$ cat config.mk
export PLATFORM = sky130hd
export DESIGN_NAME = tx_slot_serializer_flat
export DESIGN_NICKNAME = d
export VERILOG_FILES = /design/src/rtl/tx_slot_serializer_if.sv /design/src/rtl/tx_slot_serializer.sv /design/src/flat_wrapper.sv
export SDC_FILE = /design/constraint.sdc
export NUM_CORES = 1
export LEC_CHECK = 0
export CORE_AREA = 8 8 62 64
export CTS_CLUSTER_SIZE = 40
export DETAILED_ROUTE_END_ITERATION = 16
export DIE_AREA = 0 0 70 72
export PLACE_DENSITY = 0.92
export SETUP_SLACK_MARGIN = 0.5
export SLEW_MARGIN = 5
export SYNTH_ARGS = -nofsm -noshare
export SYNTH_HDL_FRONTEND = slang
export SYNTH_SLANG_ARGS = --single-unit
$ cat constraint.sdc
create_clock -name clk -period 3.66 [get_ports clk]
set_input_delay 0.732 -clock clk [delete_from_list [all_inputs] [get_ports clk]]
set_output_delay 0.732 -clock clk [all_outputs]
set_load 0.05 [all_outputs]
$ cat src/rtl/tx_slot_serializer_if.sv
// Upstream payload stream into the slot serializer: one word per valid/ready transfer.
interface tx_slot_serializer_if #(
    parameter int DATA_W = 8
);
    logic [DATA_W-1:0] s_data;
    logic              s_valid;
    logic              s_ready;

    modport master (output s_data, output s_valid, input s_ready);
    modport slave  (input s_data, input s_valid, output s_ready);
endinterface

$ cat src/rtl/tx_slot_serializer.sv
// Bit-serial slot framer: on each slot flag sends a fixed preamble then WORDS_PER_SLOT
// upstream words MSB first, one bit per rising edge of the divided clock level clk_25m.
module tx_slot_serializer #(
    parameter int                DATA_W         = 8,
    parameter int                WORDS_PER_SLOT = 4,
    parameter int                PRE_W          = 8,
    parameter logic [PRE_W-1:0]  PRE_PATTERN    = PRE_W'(8'hA5)
) (
    input  logic                   clk,
    input  logic                   rst,
    input  logic                   clk_25m,
    input  logic                   time_slot_flag,
    tx_slot_serializer_if.slave    up,
    output logic                   tx_bit,
    output logic                   tx_en,
    output logic                   busy,
    output logic                   underrun
);
    localparam int MAX_W = (PRE_W > DATA_W) ? PRE_W : DATA_W;
    localparam int BC_W  = (MAX_W > 1) ? $clog2(MAX_W) : 1;
    localparam int WC_W  = $clog2(WORDS_PER_SLOT + 1);

    localparam logic [BC_W-1:0] PRE_LAST  = BC_W'(PRE_W - 1);
    localparam logic [BC_W-1:0] DATA_LAST = BC_W'(DATA_W - 1);
    localparam logic [BC_W-1:0] BC_ONE    = BC_W'(1);
    localparam logic [WC_W-1:0] WORDS_MAX = WC_W'(WORDS_PER_SLOT);
    localparam logic [WC_W-1:0] WC_ONE    = WC_W'(1);

    typedef enum logic [1:0] {IDLE, PRE, DATA} state_t;

    state_t            state;
    logic              clk_25m_d;
    logic              tick;
    logic              hold_valid;
    logic              take;
    logic              word_start;
    logic [DATA_W-1:0] hold_reg;
    logic [DATA_W-1:0] word_sr;
    logic [PRE_W-1:0]  pre_sr;
    logic [BC_W-1:0]   bit_cnt;
    logic [WC_W-1:0]   words_started;

    assign tick       = clk_25m & ~clk_25m_d;
    assign busy       = (state != IDLE);
    assign up.s_ready = (state != IDLE) & ~hold_valid & (words_started < WORDS_MAX);
    assign take       = up.s_valid & up.s_ready;
    assign word_start = (state == DATA) & tick & (bit_cnt == '0) & (words_started < WORDS_MAX);

    always_ff @(posedge clk or posedge rst) begin
        if (rst) begin
            state         <= IDLE;
            clk_25m_d     <= 1'b0;
            tx_bit        <= 1'b0;
            tx_en         <= 1'b0;
            underrun      <= 1'b0;
            hold_valid    <= 1'b0;
            bit_cnt       <= '0;
            words_started <= '0;
        end else begin
            clk_25m_d <= clk_25m;
            underrun  <= 1'b0;

            // A transfer needs an empty holding register, so it never races the word-start consume.
            if (take)
                hold_valid <= 1'b1;
            else if (word_start && hold_valid)
                hold_valid <= 1'b0;

            case (state)
                IDLE: begin
                    bit_cnt       <= '0;
                    words_started <= '0;
                    tx_en         <= 1'b0;
                    tx_bit        <= 1'b0;
                    if (time_slot_flag)
                        state <= PRE;
                end
                PRE: begin
                    if (tick) begin
                        tx_bit <= pre_sr[PRE_W-1];
                        tx_en  <= 1'b1;
                        if (bit_cnt == PRE_LAST) begin
                            state   <= DATA;
                            bit_cnt <= '0;
                        end else begin
                            bit_cnt <= bit_cnt + BC_ONE;
                        end
                    end
                end
                DATA: begin
                    if (tick) begin
                        // bit_cnt has wrapped after the last bit of the last word: close the frame.
                        if (bit_cnt == '0 && words_started == WORDS_MAX) begin
                            state  <= IDLE;
                            tx_en  <= 1'b0;
                            tx_bit <= 1'b0;
                        end else begin
                            tx_en <= 1'b1;
                            if (bit_cnt == '0) begin
                                words_started <= words_started + WC_ONE;
                                tx_bit        <= hold_valid & hold_reg[DATA_W-1];
                                underrun      <= ~hold_valid;
                            end else begin
                                tx_bit <= word_sr[DATA_W-1];
                            end
                            bit_cnt <= (bit_cnt == DATA_LAST) ? '0 : bit_cnt + BC_ONE;
                        end
                    end
                end
                default: state <= IDLE;
            endcase
        end
    end

    // Datapath shift/holding registers carry no reset; hold_valid alone qualifies their contents.
    always_ff @(posedge clk) begin
        if (state == IDLE)
            pre_sr <= PRE_PATTERN;
        else if (state == PRE && tick)
            pre_sr <= pre_sr << 1;

        if (take)
            hold_reg <= up.s_data;

        if (word_start)
            word_sr <= hold_valid ? (hold_reg << 1) : '0;
        else if (state == DATA && tick)
            word_sr <= word_sr << 1;
    end
endmodule

$ cat src/flat_wrapper.sv
// flat-port wrapper written by rule: the top's interface ports become plain ports
module tx_slot_serializer_flat 
#(
    parameter int                DATA_W         = 8,
    parameter int                WORDS_PER_SLOT = 4,
    parameter int                PRE_W          = 8,
    parameter logic [PRE_W-1:0]  PRE_PATTERN    = PRE_W'(8'hA5)
)
  (clk, rst, clk_25m, time_slot_flag, tx_bit, tx_en, busy, underrun, up_s_data, up_s_valid, up_s_ready);
  tx_slot_serializer_if #(.DATA_W(DATA_W)) up_i ();
  input  logic clk;
  input  logic rst;
  input  logic clk_25m;
  input  logic time_slot_flag;
  output logic tx_bit;
  output logic tx_en;
  output logic busy;
  output logic underrun;
  input wire logic [$bits(up_i.s_data)-1:0] up_s_data;
  input wire logic [$bits(up_i.s_valid)-1:0] up_s_valid;
  output wire logic [$bits(up_i.s_ready)-1:0] up_s_ready;
  assign up_i.s_data = up_s_data;
  assign up_i.s_valid = up_s_valid;
  assign up_s_ready = up_i.s_ready;
  tx_slot_serializer #(.DATA_W(DATA_W), .WORDS_PER_SLOT(WORDS_PER_SLOT), .PRE_W(PRE_W), .PRE_PATTERN(PRE_PATTERN)) u_core (.clk(clk), .rst(rst), .clk_25m(clk_25m), .time_slot_flag(time_slot_flag), .up(up_i), .tx_bit(tx_bit), .tx_en(tx_en), .busy(busy), .underrun(underrun));
endmodule
==> impl_metrics.ini, run 1 <==
[status]
status = complete, no violations

[worst_setup_path]
startpoint = u_core.state[0]$_DFFE_PP0P_
crit_required_ns = 2.93
cp.depth = 4
cp-start-kind = flop
cp.arrival_ns = 2.23
path_delay_family = buffers and inverters
slowest_delay_ns = 0.85
cp-end-kind = output pin
path_buf_inv = 3
critPathMaxFanout = 8
path_class = flop to output pin
worstPathCellList = inv_1, ha_1, inv_1, clkdlybuf4s50_1
r2r_cells = 5
r2r_start = u_core.state[0]$_DFFE_PP0P_
endpoint = busy
crit_top_cell = inv_1
rr_endpoint = u_core.word_sr[3]$_DFFE_PP_
rrSetupSlack_ns = 1.76
critPathSlowestCell = clkdlybuf4s50_1

[logic_synthesis]
syn_inst = 152
yosysUniqueCellTypes = 35
synth_warnings = 0
synth_top_cells_by_area = edfxtp_1, dfrtp_1, dfxtp_1, ha_1, nand2_1
synth_fp_nets = 176
avgSynthCellArea_um2 = 10.8
yosysTopAreaCellShare = 0.274
seq_area_frac_synth = 0.568
yosysTopAreaCell = edfxtp_1
ys_ff_latch = 36
synth_area_um2 = 1650

[power_and_ir_drop]
p_leak_nw = 0.841
internal_power_mw = 0.868
power.density_nw_per_um2 = 745
max-vdd-ir-drop_v = 0.000617
p_sw_mw = 0.554
comb_power_share = 0.398
seq_power_share = 0.413
switching_share = 0.390
clkPwrFrac = 0.189

[die]
die_y_um = 72
core_um2 = 2900
ioPinCount = 18
row_count = 20
die_w_um = 70
die-area_um2 = 5040
start_util = 0.567

[layout]
drive_gt1_frac = 0.0756
nets = 195
layout_commonest_cell = nand2_1
n_antenna_cell = 0
final_cell_mix = nand2_1, clkdlybuf4s50_1, edfxtp_1, dfrtp_1
area_delta_synth_final_pct = 16.0
final_util = 0.658

[routing]
wl_mm = 3.13
routed-via-count = 1122
vias_per_cell = 5.47
drtAntennaViolNets = 0
wire_per_inst_um = 15.3
drtIter0Drc = 73
drtPass1Iterations = 4
drcViolationCount = 0

[grt]
gr-total-overflow = 0
grt_usage = 0.136
grt_start_max_net_pins = 15
grt_pass1_wl_mm = 5.33
grt_pass1_vias = 1156
antenna_found_initial = 0

[timing]
worst_slew_pin_slew_ns = 0.542
max_freq_ghz = 0.337
max-slew-margin-rel = 0.638
period_share = 0.810
hold_viol = 0
clock_skew_ns = 0.00672
finalCriticalPeriod_ns = 2.97
setup_violations = 0
rsz0062_at_grt = no
tns_ns = 0
holdWs_ns = 0.456
slew_violations = 0

[clocking]
clkSinkCount = 36
htree_levels = 2
ctsRootBufferMaster = clkbuf_4
cts.hold.buffers_added = 0
clkTransAtPathRegs_ns = 0.10
numCtsBuffers = 5
clockBufferDepth = 2
cts_tree = yes
worstSkewPairLatency_ns = 0.35

[placement]
gp_congestion = 0.768
portBuffers = 17
hpwl_mm = 2.44

[run]
drv_cap = 0

[min_path]
hp-class = flop to flop
worstHoldStart = u_core.pre_sr[0]$_SDFFE_PN1P_
[power groups by stage]
stage | logic, mW | clock network, mW | registers, mW
floorplan | 0.421 | 0 | 0.590
CTS | 0.572 | 0.276 | 0.587
finish | 0.566 | 0.269 | 0.587
detailed placement | 0.569 | 0 | 0.596
global route | 0.636 | 0.292 | 0.601
global placement | 0.529 | 0 | 0.585
[routing by layer]
layer,global-route usage,vias to the layer above,share of wire
met5,0,-,0
met4,0.0826,0,0.026
met3,0.0546,8,0.042
met2,0.229,20,0.53
met1,0.138,538,0.40
li1,-,556,-
[worst min-delay path by stage]
| stage | cells past startpoint | to | slack (ns) |
|---|---|---|---|
| after floorplan | 2 | u_core.pre_sr[0]$_SDFFE_PN1P_ | 0.42 |
| after global placement | 2 | u_core.pre_sr[0]$_SDFFE_PN1P_ | 0.43 |
| after detailed placement | 2 | u_core.pre_sr[0]$_SDFFE_PN1P_ | 0.44 |
| after CTS | 2 | u_core.pre_sr[0]$_SDFFE_PN1P_ | 0.46 |
| after global routing | 2 | u_core.pre_sr[0]$_SDFFE_PN1P_ | 0.47 |
| final | 2 | u_core.pre_sr[0]$_SDFFE_PN1P_ | 0.46 |
[cell usage after synthesis (all sizes together)]
| library cell | number |
|---|---|
| dfrtp | 13 |
| dfxtp | 8 |
| a21oi | 5 |
| edfxtp | 15 |
| nand4b | 1 |
| a41o | 1 |
| and2 | 2 |
| mux2i | 3 |
| o21ai | 11 |
| a211oi | 1 |
| nand3 | 12 |
| nor2 | 4 |
| nand4 | 1 |
| nand2 | 31 |
| mux2 | 2 |
| a22oi | 1 |
| nor2b | 2 |
| inv | 13 |
| o22ai | 1 |
| ha | 11 |
| o31ai | 1 |
| nor3 | 2 |
| and4b | 1 |
| a31oi | 1 |
| or3 | 1 |
| and3 | 1 |
| o21bai | 1 |
| a21o | 1 |
| buf | 5 |
[layout make-up]
class | count | area, um2
clock buffers | 5 | 37.5
well taps | 33 | 41.3
fillers | 200 | 993
multi-input cells | 98 | 636
repair buffers | 17 | 173
clock inverters | 3 | 37.5
inverters | 13 | 48.8
flip-flops and latches | 36 | 936
[stage by stage]
step	area [um2]	instances	setup slack, ns	total power, mW
4_1_cts	1910	205	0.605	1.43
6_report	1910	205	0.694	1.42
3_5_place_dp	1830	197	0.995	1.17
5_1_grt	1910	205	0.587	1.53
3_3_place_gp	1830	197	1.09	1.11
2_1_floorplan	1650	152	1.01	1.01
[cells by family after synthesis]
group           share of synthesized area
mux                                0.0319
simple gates                        0.174
compound gates                     0.0965
fa+ha+maj                          0.0836
buf+inv                            0.0456
flops                               0.568
[worst reg2reg max path: cells and delay by family, from the launching register on]
kind | cells | cell delay, ns
simple gates | 2 | 0.66
buf+inv | 1 | 0.13
fa+ha+maj | 1 | 0.32
compound gates | 1 | 0.10
flops | 1 | 0.45
[timing repair]
action / 4_1_cts / 5_1_grt
setup buffers: 0 / 0
gates resized for setup: 0 / 1
hold endpoints to repair: 0 / 0
endpoints found under the setup margin: 0 / 1
Power figures use the tool's default switching activity.
==> inputs of run 2 (changes only) <==
- CORE_AREA: 8 8 62 64 -> 8 8 64 66
- DIE_AREA: 0 0 70 72 -> 0 0 72 74
- PLACE_DENSITY: 0.92 -> 0.87
- clock period: 3.66 -> 2.9 ns (I/O delays scaled with it)
==> impl_metrics.ini, run 2 (same netlist as run 1, synthesis figures left out) <==
[worst_setup_path]
rrSetupSlack_ns = 0.97
path_class = flop to output pin
critPathSlowestCell = dfrtp_1
slowest_delay_ns = 0.43
crit_required_ns = 2.32
cp.arrival_ns = 1.71
r2r_start = u_core.state[0]$_DFFE_PP0P_
rr_endpoint = u_core.word_sr[7]$_DFFE_PP_
cp-end-kind = output pin
cp-start-kind = flop
startpoint = u_core.state[0]$_DFFE_PP0P_
r2r_cells = 5
endpoint = up_s_ready
worstPathCellList = inv_1, ha_2, nor3_2, clkdlybuf4s15_2
critPathMaxFanout = 8

[die]
ioPinCount = 18
die_y_um = 74
row_count = 21
start_util = 0.518
die_w_um = 72
core_um2 = 3180
die-area_um2 = 5330

[timing]
period_share = 0.791
clock_skew_ns = 0.00768
rsz0062_at_grt = no
max-slew-margin-rel = 0.660
slew_violations = 0
finalCriticalPeriod_ns = 2.29
tns_ns = 0
setup_violations = 0
hold_viol = 0
max_freq_ghz = 0.436
holdWs_ns = 0.455
worst_slew_pin_slew_ns = 0.510

[layout]
nets = 196
final_cell_mix = nand2_1, clkdlybuf4s50_1, edfxtp_1, dfrtp_1
fillCellCount = 264
drive_gt1_frac = 0.116
design_area_um2 = 1920
fin_cells = 219
n_antenna_cell = 0
area_delta_synth_final_pct = 16.3
layout_commonest_cell = nand2_1

[grt]
gr-total-overflow = 0
grt_pass1_wl_mm = 5.26
grt_pass1_vias = 1159
antenna_found_initial = 0
grt_start_max_net_pins = 15
grt_usage = 0.128

[clocking]
cts_tree = yes
worstSkewPairLatency_ns = 0.35
clkSinkCount = 36
clkTransAtPathRegs_ns = 0.12
htree_levels = 2
cts.hold.buffers_added = 0
clockBufferDepth = 2
numCtsBuffers = 5
ctsRootBufferMaster = clkbuf_4

[placement]
place_area_um2 = 1860
hpwl_mm = 2.30
placed_cells = 211
gp_congestion = 0.812
portBuffers = 17

[routing]
routed-via-count = 1121
wire_per_inst_um = 14.0
vias_per_cell = 5.12
drtIter0Drc = 80
drtAntennaViolNets = 0
drtPass1Iterations = 4
drcViolationCount = 0
wl_mm = 3.07

[power_and_ir_drop]
comb_power_share = 0.414
clkPwrFrac = 0.158
internal_power_mw = 1.01
finalPower_mw = 1.72
max-vdd-ir-drop_v = 0.000387
p_leak_nw = 0.825
p_sw_mw = 0.708
switching_share = 0.412
power.density_nw_per_um2 = 899
seq_power_share = 0.428

[status]
status = complete, no violations

[run]
drv_cap = 0

[min_path]
hp-class = flop to flop
-- run 2: changes by cell type in the layout (fill, tap and decap cells not counted), sizes merged --
cell           delta
clkdlybuf4s15     +1
bufinv            -1
buf               +2
clkdlybuf4s50     -1
clkinv            +1
dlymetal6s2s      -1
-- run 2: final cells by class --
type	count	area, um2	area share
Clock buffer	5	37.5	0.0196
Sequential cell	36	936	0.489
Inverter	13	48.8	0.0255
Clock inverter	3	18.8	0.00980
Multi-Input combinational cell	98	643	0.336
Tap cell	46	57.6	0.0300
Timing Repair Buffer	18	174	0.0908
-- run 2: power by group through the flow --
stage                     combinational (mW)  clock [mW]  sequential, mW
after floorplan                        0.534           0           0.746
after global placement                 0.672           0           0.739
after global routing                   0.798       0.296           0.755
after detailed placement               0.716           0           0.749
final                                  0.713       0.272           0.737
after CTS                              0.715       0.272           0.737
-- run 2: metrics by stage --
stage / setup WS, ns / util
global placement: 0.535 / 0.585
finish: 0.605 / 0.603
global route: 0.506 / 0.603
detailed placement: 0.475 / 0.585
CTS: 0.520 / 0.604
floorplan: 0.726 / -
-- run 2: how the worst min path moves through the flow --
stage          depth (start not counted)  slack, ns                       endpoint                           from
6_report                               2       0.46  u_core.pre_sr[0]$_SDFFE_PN1P_  u_core.pre_sr[0]$_SDFFE_PN1P_
5_1_grt                                2       0.49  u_core.pre_sr[3]$_SDFFE_PN0P_  u_core.pre_sr[3]$_SDFFE_PN0P_
4_1_cts                                2       0.46  u_core.pre_sr[0]$_SDFFE_PN1P_  u_core.pre_sr[0]$_SDFFE_PN1P_
3_5_place_dp                           2       0.44  u_core.pre_sr[0]$_SDFFE_PN1P_  u_core.pre_sr[0]$_SDFFE_PN1P_
3_3_place_gp                           2       0.44  u_core.pre_sr[0]$_SDFFE_PN1P_  u_core.pre_sr[0]$_SDFFE_PN1P_
2_1_floorplan                          2       0.42  u_core.pre_sr[0]$_SDFFE_PN1P_  u_core.pre_sr[0]$_SDFFE_PN1P_
-- run 2: repair_timing --
item / 4_1_cts / 5_1_grt
pin swaps: 0 / 0
gates resized for setup: 6 / 3
setup buffers: 0 / 0
setup endpoints to repair: 2 / 2
-- run 2: metal layers --
layer / vias up / global-route usage / share of wire
met3: 7 / 0.0431 / 0.040
met5: - / 0 / 0
met4: 0 / 0.0703 / 0.025
met1: 527 / 0.142 / 0.45
met2: 26 / 0.214 / 0.48
li1: 561 / - / -
-- run 2: worst max-delay path, delay by kind of cell (launching register included) --
family / cells / cell delay, ns
AND/OR/NAND/NOR: 1 / 0.17
buffers and inverters: 2 / 0.51
flip-flops: 1 / 0.43
adder cells (fa/ha/maj): 1 / 0.26
